--- src/rtl/clock_reset_controller.sv ---
// Board clock pass-through, stretched system reset, and a burst-mode serial clock
// generator that only starts and stops on whole sclk periods.
module clock_reset_controller #(
  parameter int DIV_WIDTH   = 8,
  parameter int RST_STRETCH = 31,
  parameter bit CPOL        = 1'b0
) (
  input  logic                 clk_i,
  input  logic                 rst_i,
  output logic                 clk_o,
  output logic                 rst_o,
  input  logic [DIV_WIDTH-1:0] div_i,
  input  logic                 clk_enable,
  output logic                 sclk_o,
  output logic                 sclk_lead_o,
  output logic                 sclk_trail_o,
  output logic                 active_o
);

  localparam int RCNT_W = (RST_STRETCH > 0) ? $clog2(RST_STRETCH + 1) : 1;
  localparam logic [RCNT_W-1:0] RCNT_LOAD = RCNT_W'(RST_STRETCH);

  typedef enum logic {IDLE, RUN} state_t;

  // Power-on values match the reset values so the FPGA comes up held in reset.
  logic              rst_q   = 1'b1;
  logic [RCNT_W-1:0] rcnt    = RCNT_LOAD;
  state_t            state   = IDLE;
  logic [DIV_WIDTH-1:0] cnt  = '0;
  logic [DIV_WIDTH-1:0] div_q;
  logic              sclk_q  = CPOL;
  logic              lead_q  = 1'b0;
  logic              trail_q = 1'b0;
  logic              act_q   = 1'b0;

  assign clk_o        = clk_i;
  assign rst_o        = rst_q;
  assign sclk_o       = sclk_q;
  assign sclk_lead_o  = lead_q;
  assign sclk_trail_o = trail_q;
  assign active_o     = act_q;

  // Reset stretcher
  always_ff @(posedge clk_i) begin
    if (rst_i) begin
      rst_q <= 1'b1;
      rcnt  <= RCNT_LOAD;
    end else if (rcnt != '0) begin
      rcnt  <= rcnt - 1'b1;
    end else begin
      rst_q <= 1'b0;
    end
  end

  // Serial clock engine; held idle while either raw or stretched reset is high
  always_ff @(posedge clk_i) begin
    if (rst_i || rst_q) begin
      state   <= IDLE;
      cnt     <= '0;
      sclk_q  <= CPOL;
      lead_q  <= 1'b0;
      trail_q <= 1'b0;
      act_q   <= 1'b0;
    end else begin
      case (state)
        IDLE: begin
          sclk_q  <= CPOL;
          lead_q  <= 1'b0;
          trail_q <= 1'b0;
          if (clk_enable) begin
            state <= RUN;
            cnt   <= '0;
            div_q <= div_i;
            act_q <= 1'b1;
          end
        end
        RUN: begin
          if (cnt == div_q) begin
            cnt    <= '0;
            sclk_q <= ~sclk_q;
            if (sclk_q == CPOL) begin
              lead_q  <= 1'b1;
              trail_q <= 1'b0;
            end else begin
              lead_q  <= 1'b0;
              trail_q <= 1'b1;
              // Enable is only honoured at period end, so bursts never contain runts.
              if (!clk_enable) begin
                state <= IDLE;
                act_q <= 1'b0;
              end
            end
          end else begin
            cnt     <= cnt + 1'b1;
            lead_q  <= 1'b0;
            trail_q <= 1'b0;
          end
        end
        default: state <= IDLE;
      endcase
    end
  end

endmodule

--- config.mk ---
export PLATFORM = sky130hd
export DESIGN_NAME = clock_reset_controller
export DESIGN_NICKNAME = d
export VERILOG_FILES = /design/src/rtl/clock_reset_controller.sv
export SDC_FILE = /design/constraint.sdc
export NUM_CORES = 1
export LEC_CHECK = 0
export ABC_AREA = 1
export CAP_MARGIN = 5
export CORE_UTILIZATION = 50
export CTS_CLUSTER_SIZE = 8
export DETAILED_ROUTE_END_ITERATION = 6
export DONT_BUFFER_PORTS = 1
export GPL_ROUTABILITY_DRIVEN = 0
export SYNTH_ARGS = -nofsm -noshare
export SYNTH_HDL_FRONTEND = slang
export SYNTH_SLANG_ARGS = --single-unit
--- constraint.sdc ---
create_clock -name clk_i -period 2.5 [get_ports clk_i]
set_clock_uncertainty 0.2 [all_clocks]
set_input_delay 0.375 -clock clk_i [delete_from_list [all_inputs] [get_ports clk_i]]
set_output_delay 0.375 -clock clk_i [all_outputs]
set_load 0.05 [all_outputs]
==> summary.md <==
| Metric | Value |
|---|---|
| Outcome | complete, no violations |
| Reg area | 621 um2 |
| Worst-Margin Slew | 0.584 ns |
| Mapped Area | 1290 um2 |
| Share of post-route cells with drive strength above 1 | 5.56% |
| Clk buf depth | 2 |
| Core footprint | ~2500 um2 |
| Mapped Nets | around 180 |
| Total track usage | between 20% and 30% |
| Total power | roughly 670 uW |
| Hold Path Class | in -> reg |
| Worst Setup Start Kind | clock port |
| Overall die width | 52.7 um |
| Power per cell area | 468 nW/um2 |
| Pins Over Slew Limit | 0 |
| Endpoints failing hold | 0 |
| Final setup vio count | 0 |
| RSZ-0062 raised after global routing | no |
| Initial Util | 52.4% |
| CP arrival | 1.25 ns |
| H-tree depth | 1 |
| #FFs+latches synth | 27 |
| Peak supply drop | 0.359 mV |
| Setup TNS Final | 0 ns |
| Critical path required time | 1.92 ns |
| Pre-CTS setup slack | roughly 0.68 ns |
| Final #Nets | ~200 |
| Syn. warnings | 0 |
| Iter 0 DRT Violations | 11 |
| Worst Path Class, Setup | clk -> out |
| Drt wl/cell | roughly 11 um |
| Area grow syn2layout | 11.3% |
| Lkg Pwr | 0.000557 uW |
| DRT Pass-1 Iters | 4 |
| Die area | roughly 2800 um2 |
| DP Wirelength | about 1600 um |
| CTS root buf | clkbuf_4 |
| Worst-Skew Late Latency | 0.32 ns |
| Initial antenna violation count | 0 |
| Synthesized area per cell | about 7.7 um2 |
| Number of global-route vias before repair | 906 |
| Endpoint type of the worst setup path | output pin |
| EDFF count, synth | 8 |
| Ports | 17 |
| Register area share after synthesis | about 48% |
| DR DRC count | 0 |
| Via count | 1039 |
| Post-CTS Resized | 0 |
| I/O Buffers | 0 |
| Sum of routed wire length over all layers | approximately 2300 um |
| Max cap viols | 0 |
| Die Y | 52.7 um |
| Largest net degree at the start of global routing | 15 |
| Crit path max fanout | 2 |
| FP Rows | 18 |
| Hold WS | 0.0287 ns |
| Post-Synthesis Cells | 168 |
| Slack of the critical path | 0.675 ns |
| DR vias/cell | ~4.9 |
| CTS tree | built |
| # diodes | 0 |
| Post-layout util | 58.4% |
| Fill cell count | 250 |
| CTS clock-pin slew for the worst setup and hold paths | 0.13 ns |
| Multi-input gate area | between 500 and 600 um2 |
| Routed Antenna Nets | 0 |
| Async set-reset flop share out of synthesis | 0% |
| Synth cell types | 22 |
| Top_reg_cell synth | dfxtp_1 |
| Number of clock sinks | 27 |
| Total gr overflow | 0 |
| Max_slew headroom | 60.9% |
| First-pass GRT wire length | between 3000 and 4000 um |
| Num CTS Buffers | 3 |
Yosys cell counts, drive strengths merged (2+ instances only):
library cell,count,area (um2)
buf,3,23.8
inv,26,97.6
nor2,14,55.1
o21ai,5,25.0
dfxtp,19,380
edfxtp,8,240
ha,3,37.5
a21oi,14,70.1
nand2,50,190
nand3,14,70.1
nor4,2,25.0
xnor2,4,35.0
kinds of logic (layout without fill, tap and decap cells):
family                     count (synthesis)  after routing  synth area share (%)
DFF                                       27             27                  48.2
adders and majority gates                  3              3                  2.92
AOI/OAI and AO/OA                         21             21                  8.55
buffers and inverters                     30             42                  9.72
xor gates and xnor gates                   4              4                  2.72
and+or+nand+nor                           83             83                  27.9
state kept, by name, summed over array words and instances (netlist names):
name and flops:
cnt 8, div_q 8, rcnt 5, active_o 1, rst_o 1, sclk_lead_o 1
sclk_o 1, sclk_trail_o 1, state 1
area by class of cell:
class,instances,area share [%]
Timing Repair Buffer,11,7.34
Inverter,27,7.07
Sequential cell,27,43.3
Multi-Input combinational cell,111,37.8
Clock buffer,4,1.83
Tap cell,30,2.62
report_power, final:
part           internal [uW]  switching (uW)  total (uW)
sequential               454            2.10         456
combinational           15.4            13.7        29.1
clock                   62.4             123         185
final timing paths:
path	start	to	slack [ns]	cells after the start
setup / recovery	clk_i	clk_o	0.67	0
hold / removal	clk_enable	state	0.03	2
setup reg to reg	rcnt[0]	rcnt[0]	0.74	7
hold reg to reg	rcnt[1]	rcnt[1]	0.29	2
cells in the final DEF (no fill, tap or decap):
master and instances:
nand2_1 49, inv_1 26, dfxtp_1 19, nand3_1 14, a21oi_1 14, nor2_1 13, dlygate4sd3_1 9, edfxtp_1 8
o21ai_0 5, xnor2_1 4, ha_1 3, clkbuf_4 3, nor4_2 2, buf_4 2, nor2_2 1, clkinv_1 1
nand2_2 1, o31ai_1 1, nor3_1 1, o211ai_1 1, nand3b_1 1, or2_2 1, clkbuf_1 1
repair_timing:
action	CTS	global route
endpoints found under the hold margin	12	0
buffers inserted	0	0
hold buffers	9	0
stage by stage:
| step | area, um2 | std cells |
|---|---|---|
| 2_1_floorplan | 1290 | 168 |
| 3_3_place_gp | 1320 | 197 |
| 3_5_place_dp | 1320 | 197 |
| 4_1_cts | 1430 | 210 |
| 5_1_grt | 1430 | 210 |
| 6_report | 1430 | 210 |
metal layers:
metal | up-vias | routed length, um | GRT usage (%)
met4 | 0 | 46 | 12.7
li1 | 556 | - | -
met1 | 452 | 1170 | 26.9
met2 | 26 | 1010 | 29.5
met3 | 5 | 93 | 3.48
met5 | - | 0 | 0
No activity file was read; power rests on OpenSTA's default activity.
